**config.mk**
```make
export PLATFORM = sky130hd
export DESIGN_NAME = p_wupdate
export DESIGN_NICKNAME = d
export VERILOG_FILES = /design/src/rtl/p_wupdate_pkg.sv /design/src/rtl/p_wupd_lane.sv /design/src/rtl/p_wupdate.sv
export SDC_FILE = /design/constraint.sdc
export NUM_CORES = 1
export LEC_CHECK = 0
export CAP_MARGIN = 5
export CORE_MARGIN = 2
export CORE_UTILIZATION = 57
export CTS_BUF_LIST = sky130_fd_sc_hd__clkbuf_4 sky130_fd_sc_hd__clkbuf_8
export DETAILED_ROUTE_END_ITERATION = 8
export GPL_ROUTABILITY_DRIVEN = 0
export PLACE_DENSITY = 0.84
export SETUP_SLACK_MARGIN = 0.1
export SLEW_MARGIN = 20
export SYNTH_ARGS = -nofsm -noshare
export SYNTH_HDL_FRONTEND = slang
export SYNTH_SLANG_ARGS = --single-unit
```
**constraint.sdc**
```tcl
create_clock -name clk -period 10.5 [get_ports clk]
set_input_delay 1.05 -clock clk [delete_from_list [all_inputs] [get_ports clk]]
set_output_delay 1.05 -clock clk [all_outputs]
set_load 0.05 [all_outputs]
```
**src/rtl/p_wupdate_pkg.sv**
```systemverilog
// Shared types for the perceptron weight-update block: data configuration,
// FSM state encoding and small elaboration-time helpers.
package p_wupdate_pkg;

    typedef enum logic [1:0] {
        DT_INT  = 2'd0,
        DT_FXP  = 2'd1,
        DT_BOOL = 2'd2,
        DT_FP   = 2'd3
    } dtype_t;

    typedef struct packed {
        dtype_t      dtype;
        logic [15:0] prec;
        logic [15:0] frac;
    } dconf_t;

    localparam dconf_t DEF_DCONF = '{dtype: DT_INT, prec: 16'd8, frac: 16'd0};

    typedef enum logic [1:0] {
        WU_IDLE = 2'd0,
        WU_CALC = 2'd1,
        WU_DONE = 2'd2
    } wupd_state_t;

    // Lane index width; a single-lane node still needs a 1-bit counter.
    function automatic int idx_width(input int n);
        return (n > 1) ? $clog2(n) : 1;
    endfunction

    function automatic int wu_sat_max(input int prec);
        return (2 ** (prec - 1)) - 1;
    endfunction

    function automatic int wu_sat_min(input int prec);
        return -(2 ** (prec - 1));
    endfunction

endpackage

```
**src/rtl/p_wupd_lane.sv**
```systemverilog
// Combinational single-lane update: w_new = sat(w + ((err*x) >>> lr_shift)),
// with optional fixed-point rescale (round-half-up) when F > 0.
module p_wupd_lane #(
    parameter int P   = 8,
    parameter int F   = 0,
    parameter int SHW = 4
) (
    input  logic signed [P-1:0]   err,
    input  logic signed [P-1:0]   x_i,
    input  logic signed [P-1:0]   w_i,
    input  logic        [SHW-1:0] lr_shift,
    output logic signed [P-1:0]   w_new,
    output logic                  ovf,
    output logic                  udf,
    output logic                  rounded
);

    // Two guard bits above the full product keep the rounding add and the
    // weight add free of wrap-around.
    localparam int W = 2 * P + 2;
    localparam logic signed [W-1:0] SMAX = {{(W - P + 1){1'b0}}, {(P - 1){1'b1}}};
    localparam logic signed [W-1:0] SMIN = {{(W - P + 1){1'b1}}, {(P - 1){1'b0}}};

    logic signed [2*P-1:0] p;
    logic signed [W-1:0]   pe;
    logic signed [W-1:0]   pr;
    logic signed [W-1:0]   d;
    logic signed [W-1:0]   s;

    assign p  = (2*P)'(err) * (2*P)'(x_i);
    assign pe = {{(W - 2 * P){p[2*P-1]}}, p};

    generate
        if (F > 0) begin : g_rnd
            localparam logic signed [W-1:0] HALF = W'(2 ** (F - 1));
            // Adding half then flooring gives round-half-up for both signs.
            assign pr      = (pe + HALF) >>> F;
            assign rounded = (p[F-1:0] != '0);
        end else begin : g_nornd
            assign pr      = pe;
            assign rounded = 1'b0;
        end
    endgenerate

    assign d   = pr >>> lr_shift;
    assign udf = (p != '0) && (d == '0);
    assign s   = {{(W - P){w_i[P-1]}}, w_i} + d;

    always_comb begin
        ovf   = 1'b0;
        w_new = P'(s);
        if (s > SMAX) begin
            w_new = P'(SMAX);
            ovf   = 1'b1;
        end else if (s < SMIN) begin
            w_new = P'(SMIN);
            ovf   = 1'b1;
        end
    end

endmodule

```
**src/rtl/p_wupdate.sv**
```systemverilog
// Perceptron weight update: latches one error scalar plus input/weight vectors
// and rewrites one weight lane per cycle through a shared lane datapath.
//
// state   | meaning
// WU_IDLE | ready=1, waiting for start; latches job on accept
// WU_CALC | one lane per cycle, idx 0..IN-1 written into w_out
// WU_DONE | one-cycle done pulse, then back to idle
module p_wupdate
    import p_wupdate_pkg::*;
#(
    parameter int     IN   = 8,
    parameter dconf_t CONF = DEF_DCONF,
    parameter int     SHW  = 4
) (
    input  logic                      clk,
    input  logic                      reset,
    input  logic                      start,
    output logic                      ready,
    input  logic [SHW-1:0]            lr_shift,
    input  logic [CONF.prec-1:0]      err,
    input  logic [IN*CONF.prec-1:0]   x,
    input  logic [IN*CONF.prec-1:0]   w_in,
    output logic [IN*CONF.prec-1:0]   w_out,
    output logic                      done,
    output logic                      ovf,
    output logic                      udf,
    output logic                      rounded
);

    localparam int P  = int'(CONF.prec);
    localparam int F  = int'(CONF.frac);
    localparam int IW = idx_width(IN);
    localparam logic [IW-1:0] LAST = IW'(IN - 1);

    wupd_state_t state, state_nx;

    logic [IW-1:0]   idx;
    logic [P-1:0]    err_q;
    logic [IN*P-1:0] x_q;
    logic [IN*P-1:0] w_q;
    logic [SHW-1:0]  lr_q;

    logic              accept;
    logic              last;
    logic signed [P-1:0] x_sel;
    logic signed [P-1:0] w_sel;
    logic signed [P-1:0] lane_w;
    logic              lane_ovf;
    logic              lane_udf;
    logic              lane_rnd;

    assign accept = ready & start;
    assign last   = (idx == LAST);
    assign x_sel  = x_q[idx*P +: P];
    assign w_sel  = w_q[idx*P +: P];

    always_ff @(posedge clk or posedge reset) begin
        if (reset) state <= WU_IDLE;
        else       state <= state_nx;
    end

    always_comb begin
        state_nx = state;
        ready    = 1'b0;
        done     = 1'b0;
        case (state)
            WU_IDLE: begin
                ready = 1'b1;
                if (start) state_nx = WU_CALC;
            end
            WU_CALC: begin
                if (last) state_nx = WU_DONE;
            end
            WU_DONE: begin
                done     = 1'b1;
                state_nx = WU_IDLE;
            end
            default: state_nx = WU_IDLE;
        endcase
    end

    always_ff @(posedge clk or posedge reset) begin
        if (reset) begin
            idx     <= '0;
            err_q   <= '0;
            x_q     <= '0;
            w_q     <= '0;
            lr_q    <= '0;
            w_out   <= '0;
            ovf     <= 1'b0;
            udf     <= 1'b0;
            rounded <= 1'b0;
        end else if (accept) begin
            idx     <= '0;
            err_q   <= err;
            x_q     <= x;
            w_q     <= w_in;
            lr_q    <= lr_shift;
            ovf     <= 1'b0;
            udf     <= 1'b0;
            rounded <= 1'b0;
        end else if (state == WU_CALC) begin
            w_out[idx*P +: P] <= lane_w;
            ovf     <= ovf | lane_ovf;
            udf     <= udf | lane_udf;
            rounded <= rounded | lane_rnd;
            idx     <= last ? '0 : idx + 1'b1;
        end
    end

    // Only integer and fixed-point arithmetic exist; other types pass weights through.
    generate
        case (CONF.dtype)
            DT_INT: begin : g_int
                p_wupd_lane #(.P(P), .F(0), .SHW(SHW)) u_lane (
                    .err      (err_q),
                    .x_i      (x_sel),
                    .w_i      (w_sel),
                    .lr_shift (lr_q),
                    .w_new    (lane_w),
                    .ovf      (lane_ovf),
                    .udf      (lane_udf),
                    .rounded  (lane_rnd)
                );
            end
            DT_FXP: begin : g_fxp
                p_wupd_lane #(.P(P), .F(F), .SHW(SHW)) u_lane (
                    .err      (err_q),
                    .x_i      (x_sel),
                    .w_i      (w_sel),
                    .lr_shift (lr_q),
                    .w_new    (lane_w),
                    .ovf      (lane_ovf),
                    .udf      (lane_udf),
                    .rounded  (lane_rnd)
                );
            end
            default: begin : g_unimpl
                assign lane_w   = w_sel;
                assign lane_ovf = 1'b0;
                assign lane_udf = 1'b0;
                assign lane_rnd = 1'b0;
            end
        endcase
    endgenerate

endmodule

```
**Yosys cells after proc, flatten, opt, wreduce, memory -nomap -nowiden**

Index checks and enable logic that the tools add are counted.

- Register bits: 211
- Input bits: 143
- Output and inout port bits: 69
- Logic and storage cells: 53

- Reductions and logical operators: 7
- $lt $le $gt $ge: 2
- Muxes and demuxes: 17
- Multipliers: 1
- $add $sub $neg: 3
- Bitwise gates (word level): 4
- Shift operators: 5
- Equal/unequal tests: 5

Operators with widths:

| cell | number |
|---|---|
| $shiftx 64x7->8 | 2 |
| $bwmux 64 | 1 |
| $shift 8x34->64 const A | 1 |
| $shiftx 8x34->64 | 1 |
| $neg 6->34 | 1 |
| $add 18x18->18 | 1 |
| $gt 18x8->1 const B | 1 |
| $logic_not 18->1 | 1 |
| $lt 18x8->1 const B | 1 |
| $sshr 16x4->18 | 1 |
| $mul 8x8->16 | 1 |
| $mux 8 | 2 |
| $reduce_bool 16->1 | 1 |
| $mux 3 | 3 |
| $mux 1 | 8 |
| $mux 2 | 2 |
| $ne 2x2->1 const B | 2 |
| $pmux 2 s2 | 1 |
| $reduce_and 2->1 | 2 |
| $add 3x1->3 const B | 1 |
| $eq 3x3->1 const B | 1 |
| $eq 2x1->1 const B | 1 |
| $eq 2x2->1 const B | 1 |
| $logic_not 2->1 | 1 |
| other kinds (5) | 6 |

**Depth between registers and ports, before layout**

Gate-level depths: netlist (run 1).

- Word-level depth: 10
- Gate-level depth with buffers: 38
- Depth with buffers taken out: 35

**Hierarchy**

Synthesis (run 1) repeated with hierarchy kept, for this count alone.

- Cell total of the unflattened synthesis: 1225
- Area, all modules: 14192.4 um2

Modules (own cells, without submodules):

| module | instances | sequential area each (um2) | area each (um2) | cells an instance |
|---|---|---|---|---|
| p_wupdate | 1 | 5305.1 | 9380.2 | 618 |
| p_wupd_lane | 1 | 0.0 | 4812.1 | 607 |

**Worst setup path after synthesis (run 1)**

OpenSTA, ideal clock, no wires.

- Kind: register -> register
- Start: register idx[0]
- End: register w_out[10]
- Cell stages (with the launch flop): 34
- Path buffers: 3
- Data required time: 10390 ps
- Period minus slack after synthesis: 9451 ps
- Slack: 1049 ps
- Data arrival time: 9341 ps
- Setup time: 110 ps
- Path through: dfrtp_1 buf_6 buf_1 mux4_2 mux2i_1 nor2b_1 inv_1 fa_1 fa_1 fa_1 inv_1 fa_1 ha_1 a21o_1 or3_1 o211a_1 a2111oi_0 a211o_1 nor2_1 mux4_2 ha_1 a21o_1 a21oi_1 and3b_4 nand2_4 or3_2 o2111ai_4 a311o_1 a211oi_2 nand3_2 nor4_4 nor2_4 buf_6 o41ai_1

- Cells in the longest elaborated chain, start to end: 9
- Elaborated cells on any way between the ends: 13
- Those cells by class: add/sub: 2; mul: 1; order compare: 2; shift: 5; mux: 3

RTL lines:

| item | line | RTL |
|---|---|---|
| start: declaration | p_wupdate.sv:37 | `logic [IW-1:0] idx;` |
| start signal: assignment | p_wupdate.sv:107 | `idx <= last ? '0 : idx + 1'b1;` |
| $shiftx 64x7->8 | p_wupdate.sv:54 | `assign x_sel = x_q[idx*P +: P];` |
| $mul 8x8->16 | p_wupd_lane.sv:30 | `assign p = (2*P)'(err) * (2*P)'(x_i);` |
| $sshr 16x4->18 | p_wupd_lane.sv:45 | `assign d = pr >>> lr_shift;` |
| $add 18x18->18 | p_wupd_lane.sv:47 | `assign s = {{(W - P){w_i[P-1]}}, w_i} + d;` |
| $lt 18x8->1 | p_wupd_lane.sv:55 | `end else if (s < SMIN) begin` |
| $mux 8 | p_wupd_lane.sv:55 |  |
| $mux 8 | p_wupd_lane.sv:52 | `if (s > SMAX) begin` |
| $shiftx 8x34->64 | p_wupdate.sv:103 | `w_out[idx*P +: P] <= lane_w;` |
| $bwmux 64 * | p_wupdate.sv:103 |  |
| end signal: indexed assignment | p_wupdate.sv:103 |  |
| end: declaration | p_wupdate.sv:23 | `output logic [IN*CONF.prec-1:0] w_out,` |

Mark *: on every way between the ends. The rest lies on a longest branch, timed or not.
A chain may end at the register's enable or synchronous reset.

**Worst setup path after layout (run 1)**

- Start: register idx[0]
- End: register w_out[12]

The elaborated chain is that of the path after synthesis.

==> impl_results.md, run 1 <==
* Synth-to-Final Area Change at 23.6%
* Total vias in the final route at 12,100
* H-tree depth at 2
* MaxCap Viol Count at 0
* Worst setup SP type: register
* Most common cell in the synthesized netlist: nand2_1
* Port bufs at 210
* Die X at roughly 160 um
* CP max-delay cell: dfrtp_4
* WP data arrival at just over 10 ns
* Row count at 56
* DP Cell Count at just under 2,000
* WHS at 0.470 ns
* Yosys top cell by area: dfrtp_1
* IO Pins at 212
* RSZ-0062 raised after global routing: no
* Total congestion overflow at 0
* Min-delay worst type: register to register
* Clock network latency to the later pin of the worst-skew pair at 0.54 ns
* Pins Over Slew Limit at 0
* Initial Util at between 50% and 60%
* Initial antenna violation count at 0
* Cells after Synth at 1,514
* N_diodes at 0
* Fmax at approximately 100 MHz
* EDFF count, synth at 0
* CP most frequent cell: fa_1
* Seq cells post-synth at roughly 210
* FFs w/ async S/R, synth at 100%
* Cts bufs inserted at 38
* Final setup fails at 0
* Clk buf depth at 3
* Post-synth top area share at around two fifths
* Syn_nets at 1,765
* Final #Nets at between 1,500 and 2,000
* Worst rel slew slack at 29.3%
* Register area share after synthesis at 38.6%
* CTS tree: done
* CTS Root Cell: clkbuf_8
* Routed WL at 40.1 mm
* DR WL/cell at 19.6 um
* Iteration-0 DRC Markers at slightly above 1,000
* Fin Setup TNS at 0 ns
* Antenna-violating nets left at 0
* Fin crit share at 93.7%
* Overall routing resource usage at about a third
* Layout cells sized above 1 at a little under a tenth
* CP endpoint kind: register
* Outcome: complete, no violations
* Slowest Stage Delay on Critical Path at 0.58 ns
* Pin count of the biggest net entering global routing at approximately 130
* Vias in the first global route at roughly 12,000
* WP data required at roughly 11 ns
* Final min period at 9.84 ns
* Placed instance area at roughly 16,000 um2
* Most frequent cells after synthesis: nand2_1, dfrtp_1, inv_1
* Syn_area_per_cell at roughly 9 um2
* Synth warn at 0
* DPL Wire Length at about 30 mm
* Finished Layout Cells at 2,048
* Synthesized area at 13,700 um2
* Largest cells by area after synthesis: dfrtp_1, nand2_1, fa_1
* Global-route wire length before repair at around 64 mm
* Primary FF master, synth: dfrtp_1
* Chip Height at approximately 160 um
* Critical path class: register to register
* Clk slew on worst S/H paths at around 0.060 ns
* Sink Count at between 200 and 250
* Die footprint at about 25,000 um2
* Least-Margin Pin Slew at around 1.1 ns
* Number of distinct library cells after synthesis at just under 80
* Drt via density at between 5 and 6
* Core ar. at 23,500 um2
* Final hold vios at 0
* Number of remaining DRC errors at 0
* Layout Skew at 0.0279 ns
* Pre-antenna DRT Iters at 7
* Post-route cell area at around 17,000 um2
* Max Fanout on Critical Path at 21
==> through the flow <==
step | worst slack (ns) | utilization (%)
5_1_grt | 0.101 | 71.8
6_report | 0.656 | 71.8
3_3_place_gp | 0.543 | 67.9
3_5_place_dp | 0.293 | 67.9
4_1_cts | 0.207 | 71.0
2_1_floorplan | 1.05 | -
==> cells by family after synthesis <==
logic type | share of synthesized area, %
AND/OR/NAND/NOR | 22.7
multiplexers | 7.83
XOR/XNOR | 1.60
flip-flops | 38.6
buffers and inverters | 4.89
other | 0.0274
adder cells (fa/ha/maj) | 13.0
AO/OA/AOI/OAI | 11.4
==> layer usage <==
layer | track usage [%] | up-vias | routed length (um)
li1 | - | 5462 | -
met2 | 50.4 | 649 | 18700
met4 | 13.6 | 0 | 1820
met5 | 0 | - | 0
met1 | 43.3 | 5905 | 16300
met3 | 5.59 | 118 | 3320
==> flip-flops by register name, indices dropped and copies added, names as in the netlist <==
register / flops
err_q: 8
idx: 3
lr_q: 4
ovf: 1
state: 2
udf: 1
w_out: 64
w_q: 64
x_q: 64
==> final cells by class <==
class                      instances  area, um2
fill                            1722       6640
clock buffer                      54        668
multi-input combinational       1138       7820
sequential                       211       5290
clock inverter                     6       71.3
timing repair buffer             232       2320
inverter                          88        338
tap                              319        399
==> final timing paths <==
| check | startpoint | end | slack (ns) | cells after the start |
|---|---|---|---|---|
| max | idx[0]$_DFFE_PP0P_ | w_out[12]$_DFFE_PP0P_ | 0.66 | 31 |
| min | w_q[50]$_DFFE_PP0P_ | w_q[50]$_DFFE_PP0P_ | 0.47 | 2 |
| max reg2reg | idx[0]$_DFFE_PP0P_ | w_out[12]$_DFFE_PP0P_ | 0.66 | 31 |
| min reg2reg | w_q[50]$_DFFE_PP0P_ | w_q[50]$_DFFE_PP0P_ | 0.47 | 2 |
| max in group asynchronous | reset | state[1]$_DFFE_PP0P_ | 8.04 | 4 |
| min in group asynchronous | reset | x_q[29]$_DFFE_PP0P_ | 1.11 | 2 |
==> placed cells by master (no fill, tap or decap), types with 32 or more instances in the layout <==
master           instances
clkbuf_8                42
inv_1                   84
o21ai_0                 46
a21oi_1                 32
mux4_2                  32
o41ai_1                 37
nand2_1                542
nor2b_1                 48
clkdlybuf4s50_1        210
ha_1                    52
dfrtp_1                209
fa_1                    56
==> critical path, delay by kind of cell, from the launching register on <==
| kind | cells | cell delay [ns] |
|---|---|---|
| compound gates | 10 | 2.90 |
| mux | 3 | 1.46 |
| simple gates | 9 | 1.61 |
| flops | 1 | 0.58 |
| buf+inv | 3 | 0.39 |
| fa+ha+maj | 6 | 2.76 |
==> timing repair <==
item	CTS	global route
hold buffers	0	0
gates resized for setup	0	19
setup endpoints to repair	0	57
buffers inserted	0	4
Power of run 1 is left out: the tool's default activity adds up to more than one toggle a clock period on the data nets, which glitch-free logic cannot reach.
==> run 2, diff against run 1 <==
--- a/config.mk
+++ b/config.mk
@@ -6,12 +6,14 @@
 export NUM_CORES = 1
 export LEC_CHECK = 0
 export CAP_MARGIN = 5
-export CORE_MARGIN = 2
-export CORE_UTILIZATION = 57
+export CELL_PAD_IN_SITES_DETAIL_PLACEMENT = 1
+export CELL_PAD_IN_SITES_GLOBAL_PLACEMENT = 1
+export CORE_MARGIN = 1.5
+export CORE_UTILIZATION = 43
 export CTS_BUF_LIST = sky130_fd_sc_hd__clkbuf_4 sky130_fd_sc_hd__clkbuf_8
 export DETAILED_ROUTE_END_ITERATION = 8
 export GPL_ROUTABILITY_DRIVEN = 0
-export PLACE_DENSITY = 0.84
+export PLACE_DENSITY_LB_ADDON = 0.1
 export SETUP_SLACK_MARGIN = 0.1
 export SLEW_MARGIN = 20
 export SYNTH_ARGS = -nofsm -noshare
==> impl_results.md, run 2 (same netlist as run 1, synthesis figures left out) <==
* CP max-delay cell: fa_1
* DPL Wire Length at between 30 and 40 mm
* Gr busiest metal: met2
* Layout cells sized above 1 at under 10%
* DR WL/cell at around 20 um
* Initial antenna violation count at 0
* Top Registers: w_out x64, w_q x64, x_q x64
* Final #Nets at between 1,500 and 2,000
* CTS Hold Bufs at 0
* Port bufs at 210
* Row count at 65
* Worst Reg-to-Reg Cells at 31
* Clk slew on worst S/H paths at approximately 0.060 ns
* Crit path capture: w_out[42]$_DFFE_PP0P_
* WP buf/inv at 3
* N_diodes at 0
* CP most frequent cell: fa_1
* Worst r2r src: idx[0]$_DFFE_PP0P_
* DP Cell Count at 2,075
* Final setup fails at 0
* Reg-to-reg slack, setup at about 0.62 ns
* Total vias in the final route at around 12,000
* Drt via density at roughly 5.5
* IO Pins at ~210
* WP data arrival at slightly above 10 ns
* Met3 Use GR at between 4 and 5%
* CP endpoint kind: register
* Pin count of the biggest net entering global routing at around 130
* Global Route met2 Usage at 42.9%
* Chip Height at ~180 um
* Die X at between 150 and 200 um
* Commonest non-fill, non-tap cell in the layout: nand2_1
* Initial Util at 43.6%
* CTS tree: done
* Overall routing resource usage at between 20 and 30%
* Reg-to-reg critical path endpoint: w_out[42]$_DFFE_PP0P_
* Pins Over Slew Limit at 0
* Sink Count at 211
* RSZ-0062 raised after global routing: no
* Number of remaining DRC errors at 0
* Most frequent cells in the layout: nand2_1, clkdlybuf4s50_1, dfrtp_1
* Core ar. at about 31,000 um2
* Final core utilization at 54.3%
* Routed WL at about 43 mm
* Layout Skew at 0.0349 ns
* Vias in the first global route at about 13,000
* Global-route wire length before repair at 69.3 mm
* Post-route cell area at 17,000 um2
* Final min period at 9.88 ns
* Total congestion overflow at 0
* Synth-to-Final Area Change at 24.6%
* Critical Path Source: idx[0]$_DFFE_PP0P_
* Max Fanout on Critical Path at 42
* Final hold vios at 0
* WP data required at approximately 11 ns
* CTS Root Cell: clkbuf_8
* Critical path depth at 31
* Cts bufs inserted at 38
* Iteration-0 DRC Markers at around 650
* Worst setup SP type: register
* MaxCap Viol Count at 0
* Clock network latency to the later pin of the worst-skew pair at 0.54 ns
* Critical path's top delay family: adder cells
* Critical path class: register to register
* Least-Margin Pin Slew at 0.910 ns
* Placed instance area at roughly 16,000 um2
* Fmax at a little over 100 MHz
* Antenna-violating nets left at 0
* Pre-antenna DRT Iters at 5
* Fin crit share at 94.1%
* Slowest Stage Delay on Critical Path at between 0.5 and 0.6 ns
* Min-delay worst type: register to register
* Worst rel slew slack at about 39%
* Met1 Use GR at between 30% and 40%
* Fin Setup TNS at 0 ns
* H-tree depth at 2
* Die footprint at roughly 33,000 um2
* Finished Layout Cells at between 2,000 and 2,500
* Clk buf depth at 3
* Outcome: complete, no violations
## run 2: changes by cell type in the layout (fill, tap and decap cells not counted), sizes merged
cell,before,now
bufinv,1,0
inv,87,89
clkinvlp,2,1
nor2,32,31
buf,22,33
clkbuf,54,59
clkinv,4,5
## run 2: worst min path at each step
| stage | startpoint | cells after the start | slack (ns) | endpoint |
|---|---|---|---|---|
| 2_1_floorplan | w_q[12]$_DFFE_PP0P_ | 2 | 0.44 | w_q[12]$_DFFE_PP0P_ |
| 3_3_place_gp | x_q[55]$_DFFE_PP0P_ | 2 | 0.45 | x_q[55]$_DFFE_PP0P_ |
| 3_5_place_dp | w_q[24]$_DFFE_PP0P_ | 2 | 0.46 | w_q[24]$_DFFE_PP0P_ |
| 4_1_cts | w_q[24]$_DFFE_PP0P_ | 2 | 0.47 | w_q[24]$_DFFE_PP0P_ |
| 5_1_grt | w_q[53]$_DFFE_PP0P_ | 2 | 0.49 | w_q[53]$_DFFE_PP0P_ |
| 6_report | w_q[24]$_DFFE_PP0P_ | 2 | 0.47 | w_q[24]$_DFFE_PP0P_ |
## run 2: final cells by class
class | count | area [um2]
fillers | 3596 | 14400
inverters | 88 | 338
multi-input cells | 1137 | 7750
well taps | 402 | 503
clock inverters | 7 | 52.6
repair buffers | 243 | 2370
clock buffers | 59 | 743
flip-flops and latches | 211 | 5290
## run 2: per-layer routing
metal,vias to the layer above,routed length (um)
li1,5489,-
met1,5908,19700
met4,0,1500
met5,-,0
met2,293,19900
met3,77,1980
## run 2: what timing repair did
action                     CTS  global route
setup endpoints to repair    0            57
buffers inserted             0             6
gates resized for setup      0             6
## run 2: stage by stage
stage	hold slack (ns)	setup slack (ns)
2_1_floorplan	0.437	1.05
3_3_place_gp	0.450	0.700
3_5_place_dp	0.458	0.446
4_1_cts	0.470	0.402
5_1_grt	0.492	0.141
6_report	0.466	0.619
## run 2: tightest hold or removal path: stages (launching register included)
cell	delay [ns]
dfrtp_1	0.33
nand2_1	0.05
nand2_1	0.05
Power of run 2 is left out for the same reason.
==> run 3, diff against run 2 <==
--- a/config.mk
+++ b/config.mk
@@ -9,8 +9,9 @@
 export CELL_PAD_IN_SITES_DETAIL_PLACEMENT = 1
 export CELL_PAD_IN_SITES_GLOBAL_PLACEMENT = 1
 export CORE_MARGIN = 1.5
-export CORE_UTILIZATION = 43
+export CORE_UTILIZATION = 46
 export CTS_BUF_LIST = sky130_fd_sc_hd__clkbuf_4 sky130_fd_sc_hd__clkbuf_8
+export CTS_CLUSTER_DIAMETER = 40
 export DETAILED_ROUTE_END_ITERATION = 8
 export GPL_ROUTABILITY_DRIVEN = 0
 export PLACE_DENSITY_LB_ADDON = 0.1
==> constraint.sdc (replaced) <==
create_clock -name clk -period 12 [get_ports clk]
set_input_delay 1.2 -clock clk [delete_from_list [all_inputs] [get_ports clk]]
set_output_delay 1.2 -clock clk [all_outputs]
set_load 0.05 [all_outputs]
==> impl_results.md, run 3 (same netlist as run 1, synthesis figures left out) <==
* Worst setup SP type: register
* CTS tree: done
* Pins Over Slew Limit at 0
* CTS Root Cell: clkbuf_8
* Critical path class: register to register
* Overall routing resource usage at between 20% and 30%
* Fin crit share at approximately 93%
* Critical path's top delay family: compound AO/OA/AOI/OAI gates
* Final hold vios at 0
* Max Fanout on Critical Path at 18
* Number of remaining DRC errors at 0
* H-tree depth at 2
* Pin count of the biggest net entering global routing at ~140
* Cts bufs inserted at 42
* Worst rel slew slack at ~33%
* Synth-to-Final Area Change at 24.0%
* Top Registers: w_out x64, w_q x64, x_q x64
* CP max-delay cell: dfrtp_2
* CP endpoint kind: register
* Routed WL at around 45 mm
* Die footprint at ~31,000 um2
* CP most frequent cell: a21oi_1
* Core ar. at 29,000 um2
* Initial antenna violation count at 0
* Clock network latency to the later pin of the worst-skew pair at 0.56 ns
* WP data required at about 12 ns
* Global-route wire length before repair at 71.1 mm
* MaxCap Viol Count at 0
* DPL Wire Length at 33.5 mm
* Slowest Stage Delay on Critical Path at 0.78 ns
* Antenna-violating nets left at 0
* Outcome: complete, no violations
* Pre-antenna DRT Iters at 6
* Fill cell count at approximately 3,400
* Final min period at approximately 11 ns
* Least-Margin Pin Slew at between 1 and 1.5 ns
* Clk slew on worst S/H paths at around 0.06 ns
* N_diodes at 0
* Sink Count at between 200 and 250
* Layout Skew at roughly 0.030 ns
* Total vias in the final route at ~12,000
* Reg area at 5280 um2
* Initial Util at 47.1%
* Vias in the first global route at ~13,000
* Fin Setup TNS at 0 ns
* Most frequent cells in the layout: nand2_1, clkdlybuf4s50_1, dfrtp_1
* Total congestion overflow at 0
* Die X at approximately 180 um
* Row count at between 60 and 70
* Clk buf depth at 3
* Port bufs at 210
* CTS Hold Bufs at 0
* Area of the multi-input gates at just under 8000 um2
* Commonest non-fill, non-tap cell in the layout: nand2_1
* Final #Nets at roughly 2,000
* WP buf/inv at 3
* IO Pins at roughly 210
* Drt via density at ~5.6
* PostCTS Resize Cnt at 0
* Chip Height at about 180 um
* Final setup fails at 0
* Fmax at between 80 and 90 MHz
* WP data arrival at about 12 ns
* Setup Buffers After CTS at 0
* Iteration-0 DRC Markers at approximately 710
* Min-delay worst type: register to register
* DR WL/cell at 21.0 um
* RSZ-0062 raised after global routing: no
* Layout cells sized above 1 at 8.78%
==> run 3: cell types whose count changed in the layout (fill, tap and decap cells not counted), moves of 2 or more <==
cell       before  now
clkbuf_8       48   50
bufinv_16       0    2
clkbuf_4       11   13
clkinv_4        0    2
buf_6           2    0
buf_4          30   11
dfrtp_4         2    0
dfrtp_2         0    2
==> run 3: area by class of cell <==
| type | instances | share of cell area, % |
|---|---|---|
| Sequential cell | 211 | 31.1 |
| Clock buffer | 63 | 4.63 |
| Tap cell | 384 | 2.83 |
| Clock inverter | 11 | 0.716 |
| Timing Repair Buffer | 222 | 13.0 |
| Inverter | 88 | 1.99 |
| Multi-Input combinational cell | 1137 | 45.6 |
==> run 3: worst min-delay path, cell delays in order, from the launching register on <==
cell and delay [ns]:
dfrtp_1 0.33, nand2_1 0.05, nand2_1 0.05
==> run 3: metrics by stage <==
stage / cells / utilization, % / hold WS [ns] / instance area (um2) / setup slack (ns)
final: 2116 / 58.5 / 0.470 / 17000 / 0.881
after global routing: 2116 / 58.5 / 0.492 / 17000 / 0.325
after CTS: 2115 / 58.4 / 0.472 / 16900 / 0.881
after detailed placement: 2041 / 55.2 / 0.458 / 16000 / 0.957
after global placement: 2041 / 55.2 / 0.453 / 16000 / 1.22
after floorplan: 1514 / - / 0.437 / 13700 / 2.55
==> run 3: final timing paths <==
path	startpoint	end	cells past startpoint	slack (ns)
worst max register to register	idx[0]$_DFFE_PP0P_	w_out[10]$_DFFE_PP0P_	33	0.88
worst min register to register	w_q[12]$_DFFE_PP0P_	w_q[12]$_DFFE_PP0P_	2	0.47
worst min-delay path	w_q[12]$_DFFE_PP0P_	w_q[12]$_DFFE_PP0P_	2	0.47
min in group asynchronous	reset	x_q[42]$_DFFE_PP0P_	2	1.22
worst max-delay path	idx[0]$_DFFE_PP0P_	w_out[10]$_DFFE_PP0P_	33	0.88
max in group asynchronous	reset	err_q[5]$_DFFE_PP0P_	4	9.48
==> run 3: routing by layer <==
metal	up-vias	share of wire, %	GRT usage [%]
li1	5451	-	-
met1	6032	45	40.3
met2	323	47	48.1
met5	-	0	0
met3	84	4.6	4.94
met4	0	3.3	10.6
Power of run 3 is left out for the same reason.
==> patch 1: new RTL, settings of run 2 <==
Set the parameter `IN` to 12 (it was 8).
--- a/src/rtl/p_wupdate.sv
+++ b/src/rtl/p_wupdate.sv
@@ -10,3 +10,3 @@
 #(
-    parameter int     IN   = 8,
+    parameter int     IN   = 12,
     parameter dconf_t CONF = DEF_DCONF,
Interface: changed (resized w_in, w_out and x); port bits go from 212 to 308. No check against the original RTL was run, so the function may have changed too.
==> patch 1 against run 2 <==
- global-route usage is 0.40 points higher
- final area is 34% higher
- cell count is 31% higher
- sequential share of layout area is 2.8 points higher
- clock skew is 0.013 ns higher
- non-clock buffer count is 101 higher
- fmax is 0.18% lower
- synthesized area is 30% higher
- sequential cell count is 97 higher
- setup slack worse by 0.018 ns
- worst hold slack better by 0.0021 ns
- wire length is 32% higher
Power is left out: the tool's default activity adds up to more than one toggle a clock period on the data nets, which glitch-free logic cannot reach.
==> patch 1: results (changes against run 2) <==
\begin{tabular}{lr}
\hline
Metric & Value \\
\hline
\multicolumn{2}{l}{\textbf{Global routing}} \\
\quad Met1 track utilization from global routing & 37.0\% (+0.33 points) \\
\quad Global-route usage over all layers & 27.3\% (+0.40 points) \\
\quad Global-route wire length before repair & 89,200 um (+29\%) \\
\quad Largest net degree at the start of global routing & 200 (+50\%) \\
\quad Vias in the first global route & 16,267 (+29\%) \\
\quad Antenna violations before repair & 2 (+2) \\
\quad GR Layer Usage met2 & 44.3\% (+1.4 points) \\
\multicolumn{2}{l}{\textbf{Hold path}} \\
\quad Worst-case hold path end point & w\_q[93] \\
\quad Startpoint of the most critical hold path & w\_q[93] \\
\multicolumn{2}{l}{\textbf{Run status}} \\
\quad Status & finished clean \\
\multicolumn{2}{l}{\textbf{STA}} \\
\quad Worst clock skew & 0.0477 ns (+0.0128 ns) \\
\quad Max-slew headroom at the worst pin & 31.9\% (-7.4 points) \\
\quad Worst-case hold slack & 0.468 ns (+0.00208 ns) \\
\quad Minimum setup slack in the final design & 0.601 ns (-0.0178 ns) \\
\multicolumn{2}{l}{\textbf{Layout}} \\
\quad Fraction of layout instances using a drive strength above 1 & 12.1\% (+2.5 points) \\
\quad Leading registers by flop count & w\_out (96), w\_q (96), x\_q (96) \\
\quad Number of fillers in the final layout & 4,673 (+30\%) \\
\quad Number of nets in the final layout & 2,550 (+29\%) \\
\multicolumn{2}{l}{\textbf{Logic synthesis}} \\
\quad Number of nets produced by synthesis & 2,246 (+27\%) \\
\multicolumn{2}{l}{\textbf{CTS}} \\
\quad Clock latency on the worst-skew pair & 0.66 ns (+0.12 ns) \\
\multicolumn{2}{l}{\textbf{Setup path}} \\
\quad R2R Path End & w\_out[60] \\
\quad Data arrival time of the critical path & 10.40 ns (+0.11 ns) \\
\quad CP max stage delay & 0.55 ns (-0.02 ns) \\
\multicolumn{2}{l}{\textbf{Place}} \\
\quad Placed wire-length estimate after detailed placement & 42,100 um (+29\%) \\
\multicolumn{2}{l}{\textbf{Drt}} \\
\quad Wire length on met3 & 2460 um (+25\%) \\
\quad Average wire per standard cell & 20.2 um (+0.70\%) \\
\hline
\end{tabular}
[patch 1: repair_timing]
action,4_1_cts,5_1_grt
setup endpoints to repair,85,85
endpoints found under the hold margin,0,0
hold buffers,0,0
buffers inserted,1,8
gates resized for setup,5,25
pin swaps,0,1
[patch 1: cell families after synthesis]
family	count (synthesis)	share of synthesized area [%]
compound gates	251	9.43
mux	106	9.67
simple gates	955	22.3
other cells	1	0.0211
buf+inv	180	3.92
xor+xnor	30	1.48
flops	308	43.4
fa+ha+maj	104	9.70
[patch 1: cell type report]
type | instances | share of cell area [%]
Multi-Input combinational cell | 1447 | 41.6
Antenna cell | 2 | 0.0220
Clock buffer | 84 | 4.63
Sequential cell | 308 | 33.8
Tap cell | 532 | 2.92
Clock inverter | 12 | 0.582
Inverter | 86 | 1.47
Timing Repair Buffer | 344 | 15.0
[patch 1: metrics by stage]
step	area (sq um)	cells
final	22800	2815
after detailed placement	21400	2708
after global placement	21400	2708
after CTS	22600	2805
after floorplan	17700	1935
after global routing	22800	2815
==> patch 2: new RTL, config.mk and constraints of run 2 <==
Made on the original files. Register the output `ovf` once more, with the module's reset; this adds one clock of latency there. The other outputs are not delayed to match.
--- a/src/rtl/p_wupdate.sv
+++ b/src/rtl/p_wupdate.sv
@@ -33,2 +33,4 @@
     localparam logic [IW-1:0] LAST = IW'(IN - 1);
+
+    logic ovf_s0;
 
@@ -89,3 +91,3 @@
             w_out   <= '0;
-            ovf     <= 1'b0;
+            ovf_s0  <= 1'b0;
             udf     <= 1'b0;
@@ -98,3 +100,3 @@
             lr_q    <= lr_shift;
-            ovf     <= 1'b0;
+            ovf_s0  <= 1'b0;
             udf     <= 1'b0;
@@ -103,3 +105,3 @@
             w_out[idx*P +: P] <= lane_w;
-            ovf     <= ovf | lane_ovf;
+            ovf_s0  <= ovf_s0 | lane_ovf;
             udf     <= udf | lane_udf;
@@ -146,2 +148,10 @@
 
+    always_ff @(posedge clk or posedge reset) begin
+        if (reset) begin
+            ovf <= '0;
+        end else begin
+            ovf <= ovf_s0;
+        end
+    end
+
 endmodule
Behaviour: not the same (a bounded check fails within 4 cycles, from zero or initial values and one cycle with reset high).
==> patch 2 against run 2 <==
- worst hold slack got worse by 0.083 ns
- synthesized area increased by 0.18%
- setup slack got worse by 0.031 ns
- final area increased by 0.91%
- highest routed layer unchanged
- wire length increased by 3.4%
- sequential cell count increased by 1
Power is not shown: default switching activity piles up to over one toggle a cycle in this logic, so the estimate is an artifact.
==> patch 2: results (changes against run 2) <==
\begin{tabular}{lr}
\hline
Metric & Value \\
\hline
\multicolumn{2}{l}{\textbf{Run status}} \\
\quad Status & finished clean \\
\multicolumn{2}{l}{\textbf{Drt}} \\
\quad Routed wire length & 44,600 um (+3.4\%) \\
\quad Drt via density & 5.55 (+1.3\%) \\
\quad Wire length on met3 & 1970 um (-0.10\%) \\
\quad Iteration-0 DRC Markers & 653 (+0.15\%) \\
\quad DRT met1 WL & 20,400 um (+3.3\%) \\
\multicolumn{2}{l}{\textbf{STA}} \\
\quad Ratio of final minimum period to clock period & 94.4\% (+0.29 points) \\
\quad Worst clock skew & 0.0351 ns (+0.000253 ns) \\
\quad Max-slew headroom at the worst pin & 31.6\% (-7.7 points) \\
\quad Worst-case hold slack & 0.383 ns (-0.0828 ns) \\
\multicolumn{2}{l}{\textbf{Layout}} \\
\quad Fraction of layout instances using a drive strength above 1 & 9.99\% (+0.42 points) \\
\quad Number of fillers in the final layout & 3,616 (+0.56\%) \\
\quad Number of nets in the final layout & 1,972 (+0.10\%) \\
\multicolumn{2}{l}{\textbf{Setup path}} \\
\quad CP max stage delay & 0.59 ns (+0.02 ns) \\
\quad CP Capture Point & w\_out[60] \\
\quad Reg2Reg Depth & 32 (+3.2\%) \\
\multicolumn{2}{l}{\textbf{Logic synthesis}} \\
\quad Most frequent cells after synthesis & sky130\_fd\_sc\_hd\_\_nand2\_1 (542), sky130\_fd\_sc\_hd\_\_dfrtp\_1 (212), sky130\_fd\_sc\_hd\_\_inv\_1 (85), sky130\_fd\_sc\_hd\_\_fa\_1 (56), sky130\_fd\_sc\_hd\_\_clkbuf\_1 (54) \\
\quad Synthesized area divided by synthesized cell count & 9.04 sq um (+0.12\%) \\
\quad Number of nets produced by synthesis & 1,766 (+0.057\%) \\
\quad Post-synthesis sequential area ratio & 38.7\% (+0.11 points) \\
\quad Fraction of synthesized area in multiplexers & 7.82\% (-0.014 points) \\
\multicolumn{2}{l}{\textbf{Place}} \\
\quad Placed Cells & 2,076 (+0.048\%) \\
\quad Worst setup timing slack at the placement stage & -0.0848 ns (-0.531 ns) \\
\quad Placed cell areas & 0.0162 sq mm (+0.15\%) \\
\quad Placed wire-length estimate after detailed placement & 33,000 um (+1.1\%) \\
\multicolumn{2}{l}{\textbf{CTS}} \\
\quad Number of instances resized during post-cts repair & 3 (+3) \\
\quad Clock latency on the worst-skew pair & 0.57 ns (+0.03 ns) \\
\multicolumn{2}{l}{\textbf{Hold path}} \\
\quad Hold Path Cell Cnt & 0 (-2) \\
\multicolumn{2}{l}{\textbf{Global routing}} \\
\quad Global-route usage over all layers & 27.2\% (+0.26 points) \\
\hline
\end{tabular}
[patch 2: changes by cell type after synthesis]
cell                       delta
sky130_fd_sc_hd__buf_1        -1
sky130_fd_sc_hd__clkbuf_1     +1
sky130_fd_sc_hd__dfrtp_1      +1
[patch 2: cell families after synthesis]
| logic type | Yosys count |
|---|---|
| AND/OR/NAND/NOR | 719 |
| AO/OA/AOI/OAI | 223 |
| flip-flops | 212 |
| buffers and inverters | 166 |
| adder cells (fa/ha/maj) | 108 |
| multiplexers | 61 |
| XOR/XNOR | 25 |
| other | 1 |
[patch 2: final cells by class]
type | count | area, sq um | area share [%]
Clock buffer | 65 | 826 | 4.80
Clock inverter | 6 | 63.8 | 0.371
Inverter | 88 | 338 | 1.96
Multi-Input combinational cell | 1138 | 7790 | 45.3
Sequential cell | 212 | 5310 | 30.9
Tap cell | 402 | 503 | 2.92
Timing Repair Buffer | 242 | 2370 | 13.8
